## src/rtl/glyph_serializer_pkg.sv

```systemverilog
// Font geometry shared by the glyph serializer files.
// The optional GLYPH_INVERSE_EN macro is handled in glyph_serializer.sv.
package glyph_serializer_pkg;
    localparam int GLYPH_W        = 8;     // pixels per glyph row == ROM data width
    localparam int GLYPH_H        = 16;    // rows per glyph
    localparam int FONT_ADDR_W    = 12;    // {char, row}
    localparam int FONT_ROM_DEPTH = 4096;
    localparam int CHAR_BITS      = 8;
    localparam int ROW_BITS       = $clog2(GLYPH_H);

    typedef logic [GLYPH_W-1:0] glyph_byte_t;
endpackage

```

## src/rtl/glyph_serializer_if.sv

```systemverilog
// Character request channel between text/timing logic and the serializer.
interface glyph_serializer_if #(
    parameter int CHAR_BITS = 8,
    parameter int ROW_BITS  = 4
);
    logic                 char_valid;
    logic                 char_ready;
    logic [CHAR_BITS-1:0] char_code;
    logic [ROW_BITS-1:0]  char_row;
    logic                 char_inv;

    modport master (output char_valid, char_code, char_row, char_inv, input char_ready);
    modport slave  (input char_valid, char_code, char_row, char_inv, output char_ready);
endinterface

```

## src/rtl/glyph_serializer_shifter.sv

```systemverilog
// glyph_shifter: one glyph row shifted out MSB-first, one pixel per clk.
// 'last' marks the final bit, the only cycle (besides idle) where a load is legal.
module glyph_shifter #(
    parameter int GLYPH_W = 8
) (
    input  logic               clk,
    input  logic               reset,
    input  logic               load,
    input  logic [GLYPH_W-1:0] din,
    output logic               pixel,
    output logic               active,
    output logic               last
);
    localparam int CNT_W = (GLYPH_W > 1) ? $clog2(GLYPH_W) : 1;
    localparam logic [CNT_W-1:0] LAST_BIT = CNT_W'(GLYPH_W - 1);

    logic [GLYPH_W-1:0] shreg;
    logic [CNT_W-1:0]   bit_cnt;

    assign pixel = shreg[GLYPH_W-1];
    assign last  = active && (bit_cnt == LAST_BIT);

    // Load, shift, or retire; shreg is cleared on retire so an idle pixel reads 0.
    always_ff @(posedge clk or posedge reset) begin
        if (reset) begin
            shreg   <= '0;
            bit_cnt <= '0;
            active  <= 1'b0;
        end else if (load) begin
            shreg   <= din;
            bit_cnt <= '0;
            active  <= 1'b1;
        end else if (active) begin
            if (bit_cnt == LAST_BIT) begin
                shreg   <= '0;
                bit_cnt <= '0;
                active  <= 1'b0;
            end else begin
                shreg   <= shreg << 1;
                bit_cnt <= bit_cnt + 1'b1;
            end
        end
    end
endmodule

```

## src/rtl/glyph_serializer.sv

```systemverilog
// glyph_serializer: font ROM reader + pixel serializer.
// Fetch pipe: accept -> s1 (address registered) -> s2 (ROM data valid) -> shifter or hold.
// Optional macro GLYPH_INVERSE_EN: XOR the byte with char_inv as it enters shifter/hold.
module glyph_serializer
    import glyph_serializer_pkg::*;
#(
    parameter int CHAR_BITS = glyph_serializer_pkg::CHAR_BITS,
    parameter int ROW_BITS  = glyph_serializer_pkg::ROW_BITS,
    parameter int GLYPH_W   = glyph_serializer_pkg::GLYPH_W
) (
    input  logic                          clk,
    input  logic                          reset,
    glyph_serializer_if.slave             chr,
    output logic [CHAR_BITS+ROW_BITS-1:0] rom_addr,
    input  logic [GLYPH_W-1:0]            rom_dout,
    output logic                          pixel,
    output logic                          pixel_valid,
    output logic                          underrun,
    input  logic                          clear_underrun
);
    logic               s1_v, s2_v, hold_v;
    logic [GLYPH_W-1:0] hold_q, byte_in, sh_din;
    logic               accept, want, sh_load, sh_active, sh_last, underrun_set;

    // Only one fetch may be anywhere in the pipe or hold at a time.
    assign chr.char_ready = !s1_v && !s2_v && !hold_v;
    assign accept         = chr.char_valid && chr.char_ready;

`ifdef GLYPH_INVERSE_EN
    logic inv1, inv2;

    // Inverse attribute travels alongside the fetch so it meets its own ROM byte.
    always_ff @(posedge clk or posedge reset) begin
        if (reset) begin
            inv1 <= 1'b0;
            inv2 <= 1'b0;
        end else begin
            if (accept) inv1 <= chr.char_inv;
            if (s1_v)   inv2 <= inv1;
        end
    end
    assign byte_in = rom_dout ^ {GLYPH_W{inv2}};
`else
    logic unused_inv;
    assign unused_inv = chr.char_inv;
    assign byte_in    = rom_dout;
`endif

    // Fetch pipe: address on accept, ROM data usable one stage later.
    always_ff @(posedge clk or posedge reset) begin
        if (reset) begin
            rom_addr <= '0;
            s1_v     <= 1'b0;
            s2_v     <= 1'b0;
        end else begin
            if (accept) rom_addr <= {chr.char_code, chr.char_row};
            s1_v <= accept;
            s2_v <= s1_v;
        end
    end

    // Shifter takes new data when idle or on its last bit; fresh ROM data beats hold.
    assign want    = !sh_active || sh_last;
    assign sh_load = want && (s2_v || hold_v);
    assign sh_din  = s2_v ? byte_in : hold_q;

    // Hold register parks a byte that arrives while the shifter is mid-row.
    always_ff @(posedge clk or posedge reset) begin
        if (reset) begin
            hold_v <= 1'b0;
            hold_q <= '0;
        end else if (s2_v && !want) begin
            hold_v <= 1'b1;
            hold_q <= byte_in;
        end else if (hold_v && want && !s2_v) begin
            hold_v <= 1'b0;
        end
    end

    // Starved only if a fetch is still pending when the row ends.
    assign underrun_set = sh_last && !s2_v && !hold_v && s1_v;

    // Sticky underrun; a new event wins over a same-cycle clear.
    always_ff @(posedge clk or posedge reset) begin
        if (reset)               underrun <= 1'b0;
        else if (underrun_set)   underrun <= 1'b1;
        else if (clear_underrun) underrun <= 1'b0;
    end

    glyph_shifter #(.GLYPH_W(GLYPH_W)) u_shifter (
        .clk    (clk),
        .reset  (reset),
        .load   (sh_load),
        .din    (sh_din),
        .pixel  (pixel),
        .active (sh_active),
        .last   (sh_last)
    );

    assign pixel_valid = sh_active;
endmodule

```

## src/flat_wrapper.sv

```systemverilog
// flat-port wrapper written by rule: the top's interface ports become plain ports
module glyph_serializer_flat import glyph_serializer_pkg::*;
#(
    parameter int CHAR_BITS = glyph_serializer_pkg::CHAR_BITS,
    parameter int ROW_BITS  = glyph_serializer_pkg::ROW_BITS,
    parameter int GLYPH_W   = glyph_serializer_pkg::GLYPH_W
)
  (clk, reset, rom_addr, rom_dout, pixel, pixel_valid, underrun, clear_underrun, chr_char_valid, chr_char_code, chr_char_row, chr_char_inv, chr_char_ready);
  glyph_serializer_if #(.CHAR_BITS(CHAR_BITS), .ROW_BITS(ROW_BITS)) chr_i ();
  input  logic clk;
  input  logic reset;
  output logic [CHAR_BITS+ROW_BITS-1:0] rom_addr;
  input  logic [GLYPH_W-1:0] rom_dout;
  output logic pixel;
  output logic pixel_valid;
  output logic underrun;
  input  logic clear_underrun;
  input wire logic [$bits(chr_i.char_valid)-1:0] chr_char_valid;
  input wire logic [$bits(chr_i.char_code)-1:0] chr_char_code;
  input wire logic [$bits(chr_i.char_row)-1:0] chr_char_row;
  input wire logic [$bits(chr_i.char_inv)-1:0] chr_char_inv;
  output wire logic [$bits(chr_i.char_ready)-1:0] chr_char_ready;
  assign chr_i.char_valid = chr_char_valid;
  assign chr_i.char_code = chr_char_code;
  assign chr_i.char_row = chr_char_row;
  assign chr_i.char_inv = chr_char_inv;
  assign chr_char_ready = chr_i.char_ready;
  glyph_serializer #(.CHAR_BITS(CHAR_BITS), .ROW_BITS(ROW_BITS), .GLYPH_W(GLYPH_W)) u_core (.clk(clk), .reset(reset), .chr(chr_i), .rom_addr(rom_addr), .rom_dout(rom_dout), .pixel(pixel), .pixel_valid(pixel_valid), .underrun(underrun), .clear_underrun(clear_underrun));
endmodule
```

## config.mk

```make
export PLATFORM = sky130hd
export DESIGN_NAME = glyph_serializer_flat
export DESIGN_NICKNAME = d
export VERILOG_FILES = /design/src/rtl/glyph_serializer_pkg.sv /design/src/rtl/glyph_serializer_if.sv /design/src/rtl/glyph_serializer_shifter.sv /design/src/rtl/glyph_serializer.sv /design/src/flat_wrapper.sv
export SDC_FILE = /design/constraint.sdc
export NUM_CORES = 1
export LEC_CHECK = 0
export CORE_MARGIN = 2
export CORE_UTILIZATION = 43
export CTS_CLUSTER_DIAMETER = 40
export DETAILED_ROUTE_END_ITERATION = 8
export PLACE_DENSITY_LB_ADDON = 0.25
export SLEW_MARGIN = 20
export SYNTH_ARGS = -nofsm -noshare
export SYNTH_HDL_FRONTEND = slang
export SYNTH_HIERARCHICAL = 1
export SYNTH_SLANG_ARGS = --single-unit
```

## constraint.sdc

```tcl
create_clock -name clk -period 4.6 [get_ports clk]
set_input_delay 0.92 -clock clk [delete_from_list [all_inputs] [get_ports clk]]
set_output_delay 0.92 -clock clk [all_outputs]
set_load 0.05 [all_outputs]
```

Word-level counts from Yosys, hierarchy flattened. Cells that the tools add are included.

Output and inout port bits: 16. Flip-flop bits (word level): 36.

Equality and inequality tests: 1. Add/subtract/negate cells: 1. Multiplexer cells: 14. Reduce and logical (&&, ||, !) cells: 21.

Operators with widths (count): 8-bit two-way mux (4); 1-bit logical AND (11); 3-bit two-way mux (3); 1-bit two-way mux (7); 2-bit nonzero test (3); 1-bit zero test (5); 3-bit by 1-bit adder with 3-bit output (second input constant) (1); 3-bit equality test (second input constant) (1); 1-bit logical OR (2).

Logic depth before layout (Yosys ltp). Gate-level depths: netlist of run 1.

Word-level depth: 7. Depth in mapped cells: 8. Gate-level depth less buffers: 7.

By module. The synthesis of run 1 kept the hierarchy.

Modules (own cells, without submodules): glyph_serializer (times used 1, area an instance 1009.7 um2, cells an instance 64, seq. area each 600.6 um2); glyph_shifter (times used 1, area an instance 614.3 um2, cells an instance 60, seq. area each 300.3 um2).

Worst setup path after synthesis of run 1. No wires, ideal clock.

Kind: register to output. From: register u_core.s2_v. To: output port chr_char_ready. Cell stages (with the launch flop): 3. Setup slack: 1.976 ns. Data required time: 3.680 ns. Arrival: 1.704 ns. Cells stage by stage: dfrtp_1 buf_2 nor3_1.

Word-level cells in the longest chain between the ends: 3.

RTL lines: start: declaration (line glyph_serializer.sv:21) `logic s1_v, s2_v, hold_v;`; start signal: assignment (line glyph_serializer.sv:58) `s2_v <= s1_v;`; 1-bit zero test (line glyph_serializer.sv:26) `assign chr.char_ready = !s1_v && !s2_v && !hold_v;`; 1-bit logical AND (2 in a row) (line glyph_serializer.sv:26); end: declaration (line flat_wrapper.sv:22) `output wire logic [$bits(chr_i.char_ready)-1:0] chr_char_ready;`.

No other way between the ends.

Final worst setup path of run 1. Ends and elaborated chain as after synthesis.

==> reports/metrics.yaml, run 1 <==
outcome:
  outcome: "complete, no violations"
routing:
  drt_iter0_markers: 41
  via_count: 1081
  viasPerCell: 5.08
  postRouteAntennaNets: 0
  wl_mm: 3.26
  drt-pass1-iter-count: 4
  wl_per_cell_microns: 15.3
  drc: 0
die:
  die_area_sq_um: 4280
  initial_utilization_pct: 44.7
  die_w_microns: 65.5
  die_y_microns: 65.5
  rows: 22
  io-pin-count: 41
  core-area_sq_um: 3630
global_route:
  grt_max_degree: 25
  gr-total-overflow: 0
  antenna_found_initial: 0
  grt_usage_pct: 18.1
  grt_pass1_wl_mm: 5.69
  first_global_vias: 1223
power:
  ir_drop_mv: 0.372
  p_leak_nw: 0.888
  p_per_area_nw_per_um2: 748
setup_path:
  path_cells: "nor3_1 -> clkdlybuf4s50_1"
  arrival_ns: 1.99
  start_kind: "flop"
  startpoint: "u_core/s2_v$_DFF_PP0_"
  worst-path-stages: 2
  worstSetupEndpoint: "chr_char_ready"
  r2r_cells: 7
  cp_data_required_time_ns: 3.68
  critPathCaptureType: "output port"
  critical-path-top-delay-family: "buffers and inverters"
  slowest_stage: "clkdlybuf4s50_1"
  slowest_delay_ns: 0.83
  reg2reg_from: "u_core/u_shifter/bit_cnt[0]$_DFFE_PP0P_"
  criticalPathCategory: "reg2out"
  path_buf_inv: 1
  crit_path_max_fanout: 13
  r2r_slack_ns: 2.17
  reg2reg_to: "u_core/u_shifter/shreg[2]$_DFFE_PP0P_"
synthesis:
  synth.area.top_cells: "dfrtp_1, mux2_2, nand3b_1"
  ys_ff_latch: 36
  syn_nets: 151
  synth.top_cell.area_share_pct: 55.5
  ys_seq_area_share_pct: 55.5
  synthCells: 124
  ys_types: 21
  avgSynthCellArea_sq_um: 13.1
  synth_top_area_cell: "dfrtp_1"
  synth_area_sq_um: 1620
  yosysWarningCount: 6
finish:
  synthToLayoutAreaGrowth_pct: 30.6
  nFillCells: 325
  insertedDiodeCount: 0
  layout.nets: 192
  final_cells: 213
  drive_gt1_share_pct: 22.4
sta:
  timing.final.crit_share_pct: 63.2
  worst_clock_skew_ns: 0.00698
  finalHoldViolCount: 0
  rsz0062_at_grt: "no"
  fin_crit_ns: 2.91
  setup-tns-final_ns: 0
  slew_headroom_pct: 38.8
  fmax_mhz: 344
  finalSetupViolations: 0
  drv_slew: 0
  tightest_slew_ns: 0.917
placement:
  place_congestion: 0.723
  place_hpwl_mm: 2.28
  dp.cells: 206
  port_buffers: 39
clock_network:
  clk_latency_ns: 0.29
  ctsResizeCount: 0
  clk_pin_slew_ns: 0.06
  hold_buffers: 0
  cts_root_buffer: "clkbuf_8"
  htreeDepth: 2
  cts_buffers: 5
  cts_setup_buffers: 0
  cts_sinks: 36
  cts_tree: "yes"
  ctsLongestPathBuffers: 2
run:
  maxCapViolCount: 0
min_path:
  hp-class: "reg2reg"
==> logic make-up after synthesis <==
family                     after synthesis  share of synthesized area (%)
muxes                                   30                           20.6
buffers and inverters                   10                           3.08
adders and majority gates                3                           2.16
DFF                                     36                           55.5
and+or+nand+nor                         34                           14.2
AOI/OAI and AO/OA                       11                           4.47
==> Yosys cell counts (all sizes together) <==
| library cell | count |
|---|---|
| buf | 5 |
| o21ai | 2 |
| nand2 | 1 |
| a32o | 1 |
| nand3b | 8 |
| and2 | 1 |
| a21oi | 1 |
| nand2b | 9 |
| inv | 5 |
| or3b | 1 |
| a31oi | 7 |
| nor2b | 8 |
| mux2 | 28 |
| mux2i | 2 |
| nor4b | 1 |
| maj3 | 1 |
| dfrtp | 36 |
| ha | 2 |
| nor3 | 1 |
| nor2 | 4 |
==> how the worst min path moves through the flow <==
stage,slack (ns),startpoint,cells after the start,endpoint
2_1_floorplan,0.45,u_core/s1_v$_DFF_PP0_,0,u_core/s2_v$_DFF_PP0_
3_3_place_gp,0.46,u_core/s1_v$_DFF_PP0_,0,u_core/s2_v$_DFF_PP0_
3_5_place_dp,0.46,u_core/s1_v$_DFF_PP0_,0,u_core/s2_v$_DFF_PP0_
4_1_cts,0.48,u_core/s1_v$_DFF_PP0_,0,u_core/s2_v$_DFF_PP0_
5_1_grt,0.51,u_core/s1_v$_DFF_PP0_,0,u_core/s2_v$_DFF_PP0_
6_report,0.48,u_core/s1_v$_DFF_PP0_,0,u_core/s2_v$_DFF_PP0_
==> metrics by stage <==
stage               utilization (%)  instance area, sq um  hold WS, ns  total power, mW  worst slack (ns)
CTS                            58.4                  2120        0.479             1.61              1.68
detailed placement             56.2                  2040        0.464             1.39              1.98
floorplan                         -                  1620        0.447             1.15              1.98
finish                         58.4                  2120        0.476             1.59              1.69
global placement               56.2                  2040        0.462             1.35              2.04
global route                   58.4                  2120        0.513             1.69              1.58
==> sequential cells by signal, indices dropped and copies added (netlist names) <==
register and cells:
u_core/u_shifter/shreg 8, u_core/s1_v 1, u_core/hold_q 8, u_core/rom_addr 12, u_core/hold_v 1, u_core/s2_v 1
u_core/underrun 1, u_core/u_shifter/bit_cnt 3, u_core/u_shifter/active 1
==> placed cells by master (no fill, tap or decap) <==
cell	count
maj3_1	1
nand2_1	1
clkdlybuf4s50_1	39
nor3_1	1
or3b_1	1
a21oi_2	1
inv_1	5
clkbuf_8	5
a32o_1	1
mux2i_1	2
nor2b_1	8
clkbuf_1	1
nor4b_4	1
nand2b_1	9
nand3b_1	8
ha_1	2
dfrtp_1	36
and2_2	1
o21ai_0	2
nor2_1	4
a31oi_1	7
mux2_2	28
clkinv_2	1
==> power breakdown <==
group	internal, mW	switching (mW)
clock	0.103	0.102
sequential	0.470	0.118
combinational	0.357	0.436
total	0.930	0.656
==> per-layer routing <==
layer	up-vias	share of wire [%]	GRT usage, %
met1	539	41	20.9
met3	5	4.6	5.82
met5	-	0	0
li1	514	-	-
met4	0	1.9	7.81
met2	23	53	31.0
==> area by class of cell <==
| class | instances | area (sq um) | share of cell area [%] |
|---|---|---|---|
| clock inverters | 1 | 5.00 | 0.236 |
| repair buffers | 39 | 390 | 18.4 |
| flip-flops and latches | 36 | 901 | 42.5 |
| inverters | 5 | 18.8 | 0.885 |
| well taps | 48 | 60.1 | 2.83 |
| multi-input cells | 78 | 673 | 31.7 |
| clock buffers | 6 | 72.6 | 3.42 |
Note: power is estimated with default switching activity, not from simulation.
==> inputs of run 2 (changes only) <==
==> constraint.sdc (replaced) <==
create_clock -name clk -period 2.91 [get_ports clk]
set_input_delay 0.582 -clock clk [delete_from_list [all_inputs] [get_ports clk]]
set_output_delay 0.582 -clock clk [all_outputs]
set_load 0.05 [all_outputs]
==> run 2 against run 1 <==
Setup slack got worse by 1.3 ns. Register-to-register slack got worse by 1.3 ns. Die area did not move. Design area rose by 1.4%. Utilization rose by 0.83 points. Critical path depth did not move. Power rose by 58%. Worst hold slack improved by 0.011 ns. Critical path type unchanged. Largest power group unchanged.
==> reports/metrics.yaml, run 2 (synthesis results as in run 1) <==
outcome:
  outcome: "complete, no violations"
clock_network:
  cts_buffers: 5
  cts_setup_buffers: 0
  cts_sinks: 36
  hold_buffers: 0
  cts_tree: "yes"
  htreeDepth: 2
  clk_latency_ns: 0.29
  ctsResizeCount: 0
  cts_root_buffer: "clkbuf_8"
  ctsLongestPathBuffers: 2
  clk_pin_slew_ns: 0.06
finish:
  drive_gt1_share_pct: 24.3
  regMostFlops: "u_core/rom_addr"
  design_area_sq_um: 2150
  nFillCells: 312
  synthToLayoutAreaGrowth_pct: 32.4
  final_cell_mix: "clkdlybuf4s50_1, dfrtp_1, mux2_2"
  final_common_cell: "clkdlybuf4s50_1"
  layout.nets: 196
  largest_reg_flops: 12
  insertedDiodeCount: 0
  top_regs: "u_core/rom_addr (12), u_core/hold_q (8), u_core/u_shifter/shreg (8)"
sta:
  slew_headroom_pct: 62.0
  setup_slack_ns: 0.356
  setup-tns-final_ns: 0
  fin_crit_ns: 2.55
  finalSetupViolations: 0
  holdWs_ns: 0.487
  tightest_slew_ns: 0.570
  fmax_mhz: 391
  rsz0062_at_grt: "no"
  finalHoldViolCount: 0
  worst_clock_skew_ns: 0.00345
  drv_slew: 0
  timing.final.crit_share_pct: 87.8
global_route:
  gr-total-overflow: 0
  grt_pass1_wl_mm: 5.30
  grt_usage_pct: 17.0
  first_global_vias: 1168
  grt_max_degree: 25
  antenna_found_initial: 0
setup_path:
  slowest_stage: "clkdlybuf4s50_1"
  startpoint: "u_core/s2_v$_DFF_PP0_"
  arrival_ns: 1.97
  start_kind: "flop"
  criticalPathCategory: "reg2out"
  critPathCaptureType: "output port"
  reg2reg_from: "u_core/u_shifter/bit_cnt[0]$_DFFE_PP0P_"
  slowest_delay_ns: 0.83
  path_buf_inv: 1
  r2r_slack_ns: 0.86
  cp_data_required_time_ns: 2.33
  path_cells: "nor3_1 -> clkdlybuf4s50_1"
  reg2reg_to: "u_core/hold_q[0]$_DFFE_PP0P_"
  crit_path_max_fanout: 13
  critical-path-top-delay-family: "buffers and inverters"
  worstSetupEndpoint: "chr_char_ready"
  r2r_cells: 5
  worst-path-stages: 2
routing:
  drt-pass1-iter-count: 4
  wl_mm: 3.07
  wl_per_cell_microns: 14.1
  via_count: 1084
  drc: 0
  viasPerCell: 5.00
  postRouteAntennaNets: 0
  drt_iter0_markers: 34
die:
  io-pin-count: 41
  die_y_microns: 65.5
  rows: 22
  die_area_sq_um: 4280
  initial_utilization_pct: 44.7
  core-area_sq_um: 3630
  die_w_microns: 65.5
min_path:
  hp-class: "reg2reg"
power:
  p_sw_share_pct: 40.7
  ir_drop_mv: 0.677
  p_leak_nw: 0.908
  intPower_mw: 1.49
  p_per_area_nw_per_um2: 1170
  combinationalPowerShare_pct: 51.5
  power.switching_mw: 1.02
  clkPwrFrac_pct: 12.8
  sequentialPowerShare_pct: 35.7
placement:
  place_area_sq_um: 2070
  place_congestion: 0.734
  pre_cts_ws_ns: 0.664
  port_buffers: 39
  place_hpwl_mm: 2.20
run:
  maxCapViolCount: 0
run 2: through the flow:
step	std cells	power [mW]	util [%]
2_1_floorplan	124	1.82	-
3_3_place_gp	210	2.16	57.1
3_5_place_dp	210	2.21	57.1
4_1_cts	217	2.54	59.2
5_1_grt	217	2.67	59.2
6_report	217	2.51	59.2
run 2: layout make-up:
cell class / instances / area (sq um) / share of cell area (%)
Clock inverter: 1 / 5.00 / 0.233
Clock buffer: 6 / 72.6 / 3.37
Multi-Input combinational cell: 78 / 673 / 31.3
Timing Repair Buffer: 43 / 420 / 19.5
Tap cell: 48 / 60.1 / 2.79
Inverter: 5 / 18.8 / 0.873
Sequential cell: 36 / 901 / 41.9
run 2: routing by layer:
| metal | vias to the layer above | part of all wire [%] | track usage [%] |
|---|---|---|---|
| li1 | 519 | - | - |
| met3 | 5 | 5.5 | 5.14 |
| met5 | - | 0 | 0 |
| met1 | 534 | 43 | 21.1 |
| met4 | 0 | 2.1 | 7.81 |
| met2 | 26 | 49 | 27.2 |
run 2: worst min path at each step:
stage	slack, ns	to	start	depth (start not counted)
2_1_floorplan	0.45	u_core/u_shifter/active$_DFF_PP0_	reset	1
3_3_place_gp	0.47	u_core/s2_v$_DFF_PP0_	u_core/s1_v$_DFF_PP0_	0
3_5_place_dp	0.47	u_core/s2_v$_DFF_PP0_	u_core/s1_v$_DFF_PP0_	0
4_1_cts	0.48	u_core/s2_v$_DFF_PP0_	u_core/s1_v$_DFF_PP0_	0
5_1_grt	0.51	u_core/s2_v$_DFF_PP0_	u_core/s1_v$_DFF_PP0_	0
6_report	0.49	u_core/s2_v$_DFF_PP0_	u_core/s1_v$_DFF_PP0_	0
run 2: power groups by stage:
stage	Sequential [mW]	Clock, mW	Combinational (mW)
2_1_floorplan	1.21	0	0.608
6_report	0.896	0.322	1.29
3_3_place_gp	0.889	0	1.27
5_1_grt	0.933	0.358	1.38
4_1_cts	0.900	0.337	1.31
3_5_place_dp	0.909	0	1.30
